[config.mk]
export PLATFORM = sky130hd
export DESIGN_NAME = counter_bank_flat
export DESIGN_NICKNAME = d
export VERILOG_FILES = /design/src/rtl/counter_bank_pkg.sv /design/src/rtl/counter_bank_if.sv /design/src/rtl/counter_bank_ch.sv /design/src/rtl/counter_bank.sv /design/src/flat_wrapper.sv
export SDC_FILE = /design/constraint.sdc
export NUM_CORES = 1
export LEC_CHECK = 0
export ABC_AREA = 1
export BUFFER_PORTS_ARGS = -buffer_cell sky130_fd_sc_hd__buf_2
export CAP_MARGIN = 20
export CORE_MARGIN = 3
export CORE_UTILIZATION = 40
export DETAILED_ROUTE_END_ITERATION = 8
export GPL_ROUTABILITY_DRIVEN = 1
export GPL_TIMING_DRIVEN = 0
export PLACE_DENSITY = 0.55
export REMOVE_ABC_BUFFERS = 1
export SLEW_MARGIN = 20
export SYNTH_ARGS = -nofsm -noshare
export SYNTH_HDL_FRONTEND = slang
export SYNTH_SLANG_ARGS = --single-unit
export TNS_END_PERCENT = 100
[constraint.sdc]
create_clock -name clk -period 2.98 [get_ports clk]
set_input_delay 0.298 -clock clk [delete_from_list [all_inputs] [get_ports clk]]
set_output_delay 0.298 -clock clk [all_outputs]
set_load 0.02 [all_outputs]
[src/rtl/counter_bank_pkg.sv]
// Shared encodings for the counter bank: channel modes, write-select codes
// and control-word bit positions.
package counter_bank_pkg;

    typedef enum logic [1:0] {
        MODE_OFF      = 2'b00,
        MODE_ONESHOT  = 2'b01,
        MODE_PERIODIC = 2'b10,
        MODE_PWM      = 2'b11
    } mode_t;

    typedef enum logic [1:0] {
        SEL_RELOAD = 2'd0,
        SEL_CTRL   = 2'd1,
        SEL_CMP    = 2'd2,
        SEL_IRQCLR = 2'd3
    } sel_t;

    localparam int CTRL_MODE_LSB  = 0;
    localparam int CTRL_IRQEN_BIT = 2;
    localparam int CTRL_PRESC_LSB = 8;
    localparam int PRESC_W        = 8;

    // Channel index width; a single-channel bank still carries a 1-bit index.
    function automatic int ch_width(input int n);
        return (n > 1) ? $clog2(n) : 1;
    endfunction

endpackage

[src/rtl/counter_bank_if.sv]
// Register bus between the MIO decoder (master) and the counter bank (slave).
interface counter_bank_if #(
    parameter int NUM_CH = 4
);
    localparam int CH_W = counter_bank_pkg::ch_width(NUM_CH);

    // wr_en is a one-cycle strobe with no ready: every strobed write is taken
    // in that cycle. rd_ch is sampled every cycle; rd_data follows one cycle later.
    logic            wr_en;
    logic [CH_W-1:0] wr_ch;
    logic [1:0]      wr_sel;
    logic [31:0]     wr_data;
    logic [CH_W-1:0] rd_ch;
    logic [31:0]     rd_data;

    modport master (
        output wr_en, wr_ch, wr_sel, wr_data, rd_ch,
        input  rd_data
    );

    modport slave (
        input  wr_en, wr_ch, wr_sel, wr_data, rd_ch,
        output rd_data
    );

endinterface

[src/rtl/counter_bank_ch.sv]
// One counter channel: tick edge detect, down-counter, sticky flag and PWM.
// Optional prescaler is built only when COUNTER_BANK_PRESCALE_EN is defined.
module counter_bank_ch
    import counter_bank_pkg::*;
#(
    parameter int CNT_W = 32
) (
    input  logic             clk,
    input  logic             rst,
    input  logic             tick_in,
    input  logic             wr,
    input  sel_t             wr_sel,
    input  logic [31:0]      wr_data,
    input  logic             irq_clr,
    output logic [CNT_W-1:0] count,
    output logic             irq,
    output logic             pwm
);

    logic [CNT_W-1:0] reload;
    logic [CNT_W-1:0] compare;
    mode_t            mode;
    logic             irq_en;
    logic             run;
    logic             flag;
    logic             tick_prev;

    logic det_tick;
    logic eff_tick;
    logic terminal;
    logic set_flag;

    // A write to this channel in the same cycle swallows the tick.
    assign det_tick = tick_in && !tick_prev && run && (mode != MODE_OFF) && !wr;

`ifdef COUNTER_BANK_PRESCALE_EN
    logic [PRESC_W-1:0] presc;
    logic [PRESC_W-1:0] presc_cnt;

    assign eff_tick = det_tick && (presc_cnt == presc);

    always_ff @(posedge clk) begin
        if (rst) begin
            presc     <= '0;
            presc_cnt <= '0;
        end else if (wr && (wr_sel == SEL_RELOAD || wr_sel == SEL_CTRL)) begin
            presc_cnt <= '0;
            if (wr_sel == SEL_CTRL) presc <= wr_data[CTRL_PRESC_LSB +: PRESC_W];
        end else if (det_tick) begin
            presc_cnt <= eff_tick ? '0 : presc_cnt + 1'b1;
        end
    end
`else
    assign eff_tick = det_tick;
`endif

    assign terminal = eff_tick && (count == '0);
    assign set_flag = terminal && (mode == MODE_ONESHOT || mode == MODE_PERIODIC);
    assign irq      = flag && irq_en;

    always_ff @(posedge clk) begin
        if (rst) begin
            count     <= '0;
            reload    <= '0;
            compare   <= '0;
            mode      <= MODE_OFF;
            irq_en    <= 1'b0;
            run       <= 1'b0;
            flag      <= 1'b0;
            tick_prev <= 1'b0;
            pwm       <= 1'b0;
        end else begin
            tick_prev <= tick_in;
            pwm       <= (mode == MODE_PWM) && run && (count < compare);

            if (set_flag)     flag <= 1'b1;
            else if (irq_clr) flag <= 1'b0;

            if (wr) begin
                case (wr_sel)
                    SEL_RELOAD: begin
                        reload <= wr_data[CNT_W-1:0];
                        count  <= wr_data[CNT_W-1:0];
                        run    <= (mode != MODE_OFF);
                    end
                    SEL_CTRL: begin
                        mode   <= mode_t'(wr_data[CTRL_MODE_LSB +: 2]);
                        irq_en <= wr_data[CTRL_IRQEN_BIT];
                        run    <= (wr_data[CTRL_MODE_LSB +: 2] != MODE_OFF);
                    end
                    SEL_CMP: compare <= wr_data[CNT_W-1:0];
                    default: ;
                endcase
            end else if (eff_tick) begin
                if (count != '0)                count <= count - 1'b1;
                else if (mode == MODE_ONESHOT)  run   <= 1'b0;
                else                            count <= reload;
            end
        end
    end

endmodule

[src/rtl/counter_bank.sv]
// NUM_CH-channel down-counter bank: write decode, per-channel instances,
// registered readback and interrupt OR. Optional macro: COUNTER_BANK_PRESCALE_EN.
module counter_bank
    import counter_bank_pkg::*;
#(
    parameter int NUM_CH = 4,
    parameter int CNT_W  = 32
) (
    input  logic              clk,
    input  logic              rst,
    input  logic [NUM_CH-1:0] tick_in,
    counter_bank_if.slave     bus,
    output logic [NUM_CH-1:0] irq_out,
    output logic              irq_any,
    output logic [NUM_CH-1:0] pwm_out
);

    localparam int CH_W = ch_width(NUM_CH);

    logic [CNT_W-1:0]  cnt [NUM_CH];
    logic [NUM_CH-1:0] ch_wr;
    logic [NUM_CH-1:0] irq_clr;
    logic [31:0]       rd_next;

    // IRQ clear is a bit mask across all channels and ignores wr_ch.
    always_comb begin
        ch_wr   = '0;
        irq_clr = '0;
        if (bus.wr_en && bus.wr_sel != SEL_IRQCLR) begin
            for (int i = 0; i < NUM_CH; i++) begin
                if (bus.wr_ch == CH_W'(i)) ch_wr[i] = 1'b1;
            end
        end
        if (bus.wr_en && bus.wr_sel == SEL_IRQCLR) irq_clr = bus.wr_data[NUM_CH-1:0];
    end

    for (genvar g = 0; g < NUM_CH; g++) begin : g_ch
        counter_bank_ch #(.CNT_W(CNT_W)) u_ch (
            .clk     (clk),
            .rst     (rst),
            .tick_in (tick_in[g]),
            .wr      (ch_wr[g]),
            .wr_sel  (sel_t'(bus.wr_sel)),
            .wr_data (bus.wr_data),
            .irq_clr (irq_clr[g]),
            .count   (cnt[g]),
            .irq     (irq_out[g]),
            .pwm     (pwm_out[g])
        );
    end

    // Out-of-range channel indices match nothing and read back as zero.
    always_comb begin
        rd_next = '0;
        for (int i = 0; i < NUM_CH; i++) begin
            if (bus.rd_ch == CH_W'(i)) rd_next[CNT_W-1:0] = cnt[i];
        end
    end

    always_ff @(posedge clk) begin
        if (rst) bus.rd_data <= '0;
        else     bus.rd_data <= rd_next;
    end

    assign irq_any = |irq_out;

endmodule
[src/flat_wrapper.sv]
// flat-port wrapper written by rule: the top's interface ports become plain ports
module counter_bank_flat import counter_bank_pkg::*;
#(
    parameter int NUM_CH = 4,
    parameter int CNT_W  = 32
)
  (clk, rst, tick_in, irq_out, irq_any, pwm_out, bus_wr_en, bus_wr_ch, bus_wr_sel, bus_wr_data, bus_rd_ch, bus_rd_data);
  counter_bank_if #(.NUM_CH(NUM_CH)) bus_i ();
  input  logic clk;
  input  logic rst;
  input  logic [NUM_CH-1:0] tick_in;
  output logic [NUM_CH-1:0] irq_out;
  output logic irq_any;
  output logic [NUM_CH-1:0] pwm_out;
  input wire logic [$bits(bus_i.wr_en)-1:0] bus_wr_en;
  input wire logic [$bits(bus_i.wr_ch)-1:0] bus_wr_ch;
  input wire logic [$bits(bus_i.wr_sel)-1:0] bus_wr_sel;
  input wire logic [$bits(bus_i.wr_data)-1:0] bus_wr_data;
  input wire logic [$bits(bus_i.rd_ch)-1:0] bus_rd_ch;
  output wire logic [$bits(bus_i.rd_data)-1:0] bus_rd_data;
  assign bus_i.wr_en = bus_wr_en;
  assign bus_i.wr_ch = bus_wr_ch;
  assign bus_i.wr_sel = bus_wr_sel;
  assign bus_i.wr_data = bus_wr_data;
  assign bus_i.rd_ch = bus_rd_ch;
  assign bus_rd_data = bus_i.rd_data;
  counter_bank #(.NUM_CH(NUM_CH), .CNT_W(CNT_W)) u_core (.clk(clk), .rst(rst), .tick_in(tick_in), .bus(bus_i), .irq_out(irq_out), .irq_any(irq_any), .pwm_out(pwm_out));
endmodule
* After elaboration in Yosys (flattened, before gate mapping)
Index checks and enable logic that the tools add are counted.
** Storage, ports and cells
- Register bits :: 444
- Input bits :: 45
- Word-level logic and storage cells :: 237
** Operators by class
- $add $sub $neg :: 4
- Order comparisons :: 4
- Eq/ne operators :: 38
- Multiplexer cells :: 55
- Reduce and logical (&&, ||, !) cells :: 99
** Operators by type and width (number)
- two-way mux 32 bit :: 21
- zero test 32 bit :: 4
- < comparator 32 bit :: 4
- nonzero test 32 bit :: 4
- subtractor 32 x 1 -> 32 bit (second input constant) :: 4
- logical AND 1 bit :: 38
- nonzero test 2 bit :: 17
- == test 2 bit (second input constant) :: 14
- two-way mux 1 bit :: 28
- AND reduction 2 bit :: 12
- AND reduction 4 bit :: 4
- == test 2 x 1 -> 1 bit (second input constant) :: 7
- inequality test 3 x 2 -> 1 bit (second input constant) :: 4
- inequality test 3 bit (second input constant) :: 4
- AND reduction 3 bit :: 4
- inequality test 2 bit (second input constant) :: 5
- zero test 1 bit :: 8
- two-way mux 4 bit :: 2
- inequality test 2 x 1 -> 1 bit (second input constant) :: 4
- case mux 1 bit (2 select lines) :: 4
- zero test 2 bit :: 3
- logical OR 1 bit :: 4
- OR reduction 4 bit :: 1

* Logic depth before layout (Yosys ltp)
- Depth in word-level cells :: 8
- Mapped depth :: 14

* Cells and area by module
From an unflattened synthesis, not the netlist that was laid out.
** Second synthesis, totals
- Cell total of the unflattened synthesis :: 4171
- Area, all modules :: 27014.7 um^2
** By module, submodules not included
- counter_bank_ch at u_core.g_ch[0].u_ch ... :: instances 3, cells an instance 963, area an instance 6293.5 um^2, sequential area each 2062.0 um^2
- counter_bank_ch at u_core.g_ch[3].u_ch :: instances 1, cells an instance 949, area an instance 6200.9 um^2, sequential area each 2062.0 um^2
- counter_bank :: instances 1, cells an instance 333, area an instance 1933.1 um^2, sequential area each 640.6 um^2

* Worst setup path before layout
No wires, ideal clock.
- Kind :: register to register
- Start point :: register u_core.g_ch[0].u_ch.count[0]
- End point :: register u_core.g_ch[0].u_ch.count[20]
- Setup time :: 0.116 ns
- Arrival time :: 1.624 ns
- Path slack :: 1.240 ns
- Cell stages (with the launch flop) :: 12
- Path buffers :: 0
- Period minus slack after synthesis :: 1.740 ns
- Path through :: dfxtp_1 -> inv_1 -> ha_1 -> nand2_1 -> nor2_1 -> nand2_1 -> nor2_1 -> nand3_1 -> a21oi_1 -> nor2_1 -> nor2_1 -> nor2_1
** On the way
- Cells in the longest elaborated chain, start to end :: 4
** RTL lines
- start, declared :: line counter_bank_ch.sv:15 : output logic [CNT_W-1:0] count,
- start signal, assigned :: line counter_bank_ch.sv:83 : count <= wr_data[CNT_W-1:0];
- start signal, assigned :: line counter_bank_ch.sv:95 : if (count != '0) count <= count - 1'b1;
- start signal, assigned :: line counter_bank_ch.sv:97 : else count <= reload;
- subtractor 32 x 1 -> 32 bit / nonzero test 32 bit (equally long branches) :: line counter_bank_ch.sv:95
- two-way mux 32 bit :: line counter_bank_ch.sv:95
- two-way mux 32 bit :: line counter_bank_ch.sv:94 : end else if (eff_tick) begin
- two-way mux 32 bit :: line counter_bank_ch.sv:79 : if (wr) begin
Several ways; a longest one is shown, not always the timed one. The select of a mux whose other input is x is not followed.
A chain may end at the register's enable or synchronous reset.

* Worst setup path in the final report
- Start point :: register u_core.g_ch[1].u_ch.count[8]
- End point :: register u_core.g_ch[1].u_ch.count[16]
** On the way
- Cells in the longest elaborated chain, start to end :: 4
** RTL lines (line)
- start, declared :: counter_bank_ch.sv:15
- start signal, assigned :: counter_bank_ch.sv:83
- start signal, assigned :: counter_bank_ch.sv:95
- start signal, assigned :: counter_bank_ch.sv:97
- subtractor 32 x 1 -> 32 bit / nonzero test 32 bit (equally long branches) :: counter_bank_ch.sv:95
- two-way mux 32 bit :: counter_bank_ch.sv:95
- two-way mux 32 bit :: counter_bank_ch.sv:94
- two-way mux 32 bit :: counter_bank_ch.sv:79
Several ways; a longest one is shown, not always the timed one. The select of a mux whose other input is x is not followed.

==> impl.org <==
** Run status
- Run status :: complete, no violations

** Worst hold path
- The worst hold path was traced through 3 stages.
- WHS Endpoint :: u_core.g_ch[3].u_ch.mode[1]
- Type of the most critical hold path :: primary input to flip-flop
- In this run the most critical hold path is launched from bus_wr_data[1].

** Synthesis
- The synthesized design contains 444 register bits.
- Most instantiated flip-flop cell in the synthesis netlist :: sky130_fd_sc_hd__dfxtp_1
- The share of the Yosys chip area taken by registers is a little over a third.
- Proportion of netlist area held by the largest area contributor :: 35.0%
- In this run, distinct cell masters in the synthesized netlist total 47.
- Total standard cell area after synthesis :: 25,400 um2
- Cell accounting for the most synthesized area :: sky130_fd_sc_hd__dfxtp_1
- In this run the mean area of a mapped cell was about 6.6 um2.
- During synthesis, Yosys emitted a total of 0 warnings.
- Cells after Synth :: roughly 3.8k
- Yosys mapped a number of flops with a built-in enable equal to 0.
- Async set-reset flop share out of synthesis :: 0%
- In the post-synthesis netlist, the biggest area contributors are sky130_fd_sc_hd__dfxtp_1 (35%), sky130_fd_sc_hd__nand2_1 (10%), sky130_fd_sc_hd__o21ai_0 (9.6%).

** Layout
- Counting the fill cells in the layout gives between 6k and 7k.
- The library cell used most frequently in the layout, excluding fill and tap cells, is sky130_fd_sc_hd__nand2_1.
- Share of cells above drive strength 1 :: a little over 7%
- At the end of the flow the core is filled with cells to around 46%.
- The top cell types in the final layout, fill and taps aside, are sky130_fd_sc_hd__nand2_1 (704), sky130_fd_sc_hd__nor2_1 (508), sky130_fd_sc_hd__o21ai_0 (486), sky130_fd_sc_hd__a21oi_1 (466), sky130_fd_sc_hd__dfxtp_1 (444).
- Total Nets Final :: between 3k and 4k
- Leaving out filler cells and counting taps, the final layout contains about 4.7k.
- Summing all flip-flop and latch instances after layout gives slightly below 9000 um2.
- In the final layout, the multi-input gates occupy roughly 14,000 um2.
- With fillers left out, the area of the finished cells amounts to ~29,000 um2.
- Relative to the synthesized area, the layout overhead comes to 12.2%.

** Power
- Of the total power, the share spent switching nets is roughly 33%.
- VDD sags by at most between 0.4 and 0.5 mV.
- The internal power of the cells totals ~11,000 uW.
- Of the total power, combinational logic draws between 20% and 30%.
- Net switching power :: approximately 5600 uW
- Power spread over the standard cell area amounts to 590 nW/um2.
- Per report_power, the sequential group accounts for about 37% of the total.
- Clock network fraction of design power :: 40.0%
- Static leakage :: 0.0128 uW

** Clocking
- Sink count of the clock tree :: approximately 440
- Clock transition at path regs :: ~0.060 ns
- In this run the number of H-tree levels came out at 2.
- Insertion delay to the later sink of the worst-skew pair :: approximately 0.63 ns
- Buffers from clock root to sink, at most :: 3
- TritonCTS built the clock tree.
- In this run the clock root is driven by a sky130_fd_sc_hd__clkbuf_16.
- TritonCTS buffer count :: 52

** Floorplanning
- During I/O placement, the number of pins put on the boundary was 86.
- Standard-cell rows :: 91
- The floorplan step set the die height to 258 um.
- CORE AREA :: ~62,000 um2
- Area of the die :: 66,600 um2
- Width of the die :: between 200 and 300 um
- For this configuration, the core starts out at a cell density of 40.8%.

** Detailed routing
- Antenna Nets Post-Route :: 0
- Using the TritonRoute via totals, the vias-per-cell ratio works out to 5.35.
- Final routed DRC violation total :: 0
- Iteration-0 DRC Markers :: 2,291
- After detailed routing, the total wire length is 96,200 um.
- The first detailed-routing pass ran for 7 iterations.
- After detailed routing, the average wire length per cell comes to about 21 um.
- The detailed router placed ~25k vias in this run.

** Placed design
- Routability-driven placement finished with a final weighted congestion of a little under 1.
- IO Port Bufs :: 85
- Post-place setup slack :: -1.83 ns
- Summing all placed instances gives a cell area of about 26,000 um2.
- Detailed placement finished with a half-perimeter wire length of about 70,000 um.
- Number of placed cells counting well taps :: roughly 4.6k

** Timing
- After layout, the worst setup slack is approximately 0.074 ns.
- Headroom to the max-slew limit :: between 20% and 30%
- The number of pins exceeding their max-slew limit in the final report was 0.
- The count of endpoints failing hold in the final timing report came to 0.
- Setup-violating endpoint count in the final report :: 0
- Final Cycle Share :: a little over nine tenths
- Actual slew at the worst max-slew pin :: between 1 and 1.5 ns
- Subtracting the final worst setup slack from the clock period gives around 2.9 ns.
- Static timing analysis puts the maximum clock frequency at between 0.3 and 0.4 GHz.
- The clock arrives with approximately 0.027 ns of skew.

** Global route
- Maximum number of pins on one net before global-route repair :: about 140
- Initial antenna violation count :: 2
- Global-route wire length before repair :: 143,000 um
- The via count of the first global-routing pass came to 22.5k.
- GR Util All Layers :: roughly 28%
- Gr ovfl total :: 0

** Critical path
- Reg2Reg Capture Point :: u_core.g_ch[1].u_ch.count[16]
- By startpoint and endpoint, the worst setup path is classified as flip-flop to flip-flop.
- Cells on worst reg2reg path :: 11
- Along the worst path, the maximum fanout reaches 52.
- STA puts the critical path data arrival time at ~3.4 ns.
- Type of element capturing the critical path :: flip-flop
- The startpoint identified for the worst register-to-register timing path is u_core.g_ch[1].u_ch.count[8].
- R2R setup slack :: 0.07 ns
- STA puts the critical path data required time at about 3.5 ns.
- The worst setup path is launched from a flip-flop.

** Job
- Max-cap violations in this run came to 0.
## sequential cells by signal, indices dropped and copies added, names as in the netlist
signal                      cells
u_core.g_ch.u_ch.compare      128
u_core.g_ch.u_ch.count        128
u_core.g_ch.u_ch.reload       128
u_core.bus.rd_data             32
u_core.g_ch.u_ch.mode           8
u_core.g_ch.u_ch.flag           4
u_core.g_ch.u_ch.irq_en         4
u_core.g_ch.u_ch.pwm            4
u_core.g_ch.u_ch.run            4
u_core.g_ch.u_ch.tick_prev      4
## metrics by stage
step	setup TNS, ns	power, uW	hold slack (ns)
6_report	0	16800	0.0413
5_1_grt	-0.000947	17500	0.0472
4_1_cts	0	16700	0.0175
3_5_place_dp	-139.80	10000	0.444
3_3_place_gp	-2852.53	9950	0.441
2_1_floorplan	-536.10	8680	0.367
## layer usage
| metal | routed length (um) | global-route usage (%) | vias up |
|---|---|---|---|
| li1 | - | - | 12500 |
| met1 | 45400 | 40.3 | 11700 |
| met2 | 41700 | 43.3 | 752 |
| met3 | 6560 | 4.22 | 128 |
| met4 | 2650 | 8.00 | 0 |
| met5 | 0 | 0 | - |
## synth_stat cells (4+ instances only)
cell type,n
sky130_fd_sc_hd__ha_1,144
sky130_fd_sc_hd__nand2_2,8
sky130_fd_sc_hd__inv_1,410
sky130_fd_sc_hd__nor4_1,4
sky130_fd_sc_hd__a21oi_1,467
sky130_fd_sc_hd__xnor2_1,10
sky130_fd_sc_hd__inv_2,17
sky130_fd_sc_hd__buf_6,6
sky130_fd_sc_hd__nor2_1,518
sky130_fd_sc_hd__o221ai_1,14
sky130_fd_sc_hd__a211oi_2,7
sky130_fd_sc_hd__buf_1,6
sky130_fd_sc_hd__o21bai_1,4
sky130_fd_sc_hd__o211ai_1,14
sky130_fd_sc_hd__clkbuf_1,136
sky130_fd_sc_hd__o21a_1,6
sky130_fd_sc_hd__nor2_2,15
sky130_fd_sc_hd__nand2_1,706
sky130_fd_sc_hd__nor3_1,20
sky130_fd_sc_hd__xor2_1,60
sky130_fd_sc_hd__o22ai_1,18
sky130_fd_sc_hd__dfxtp_1,444
sky130_fd_sc_hd__o21ai_1,6
sky130_fd_sc_hd__a211oi_1,19
sky130_fd_sc_hd__buf_4,14
sky130_fd_sc_hd__nand3_1,172
sky130_fd_sc_hd__nand3b_1,7
sky130_fd_sc_hd__buf_2,35
sky130_fd_sc_hd__nand4_1,23
sky130_fd_sc_hd__o21ai_0,486
## repair_timing
item | 4_1_cts | 5_1_grt
setup buffers | 4 | 6
gates resized for setup | 10 | 12
pin swaps | 3 | 3
endpoints found under the hold margin | 4 | 0
hold buffers | 4 | 0
cloned | 2 | 2
endpoints found under the setup margin | 121 | 90
## layout make-up
type                    instances  share of cell area [%]
clock buffers                  77                    5.21
multi-input cells            2756                    49.9
clock inverters                20                    1.01
diodes                          2                  0.0176
inverters                     429                    5.74
well taps                     837                    3.67
repair buffers                117                    3.30
flip-flops and latches        444                    31.2
## how the worst max path moves through the flow
stage	end	startpoint	depth (start not counted)
after floorplan	u_core.bus.rd_data[6]	rst	4
after global placement	u_core.bus.rd_data[13]	rst	4
after detailed placement	u_core.g_ch[0].u_ch.count[3]	bus_wr_sel[0]	11
after CTS	u_core.g_ch[0].u_ch.count[8]	u_core.g_ch[0].u_ch.count[15]	11
after global routing	u_core.g_ch[0].u_ch.count[19]	u_core.g_ch[0].u_ch.count[15]	10
final	u_core.g_ch[1].u_ch.count[16]	u_core.g_ch[1].u_ch.count[8]	11
## critical path: stages, from the launching register on
cell,delay (ns)
sky130_fd_sc_hd__dfxtp_1,0.37
sky130_fd_sc_hd__nor2_1,0.38
sky130_fd_sc_hd__nand2_1,0.15
sky130_fd_sc_hd__nor2_1,0.28
sky130_fd_sc_hd__nand2_1,0.15
sky130_fd_sc_hd__nor2_4,0.27
sky130_fd_sc_hd__nand2_1,0.13
sky130_fd_sc_hd__nand3_1,0.14
sky130_fd_sc_hd__nand2_4,0.34
sky130_fd_sc_hd__inv_4,0.33
sky130_fd_sc_hd__nand2_1,0.09
sky130_fd_sc_hd__a21oi_1,0.16
## power groups by stage
stage	Sequential, uW	Clock, uW	Combinational (uW)
floorplan	6340	0	2330
global placement	6390	0	3570
detailed placement	6390	0	3620
CTS	6260	6810	3680
global route	6280	7030	4230
finish	6260	6720	3830
## kinds of logic after synthesis
group / Yosys count / share of synthesized area (%)
buffers and inverters: 627 / 9.83
AOI/OAI and AO/OA: 1052 / 21.9
and+or+nand+nor: 1486 / 23.8
DFF: 444 / 35.0
xor gates and xnor gates: 70 / 2.41
adders and majority gates: 144 / 7.09
Note: power is estimated with default switching activity, not from simulation.
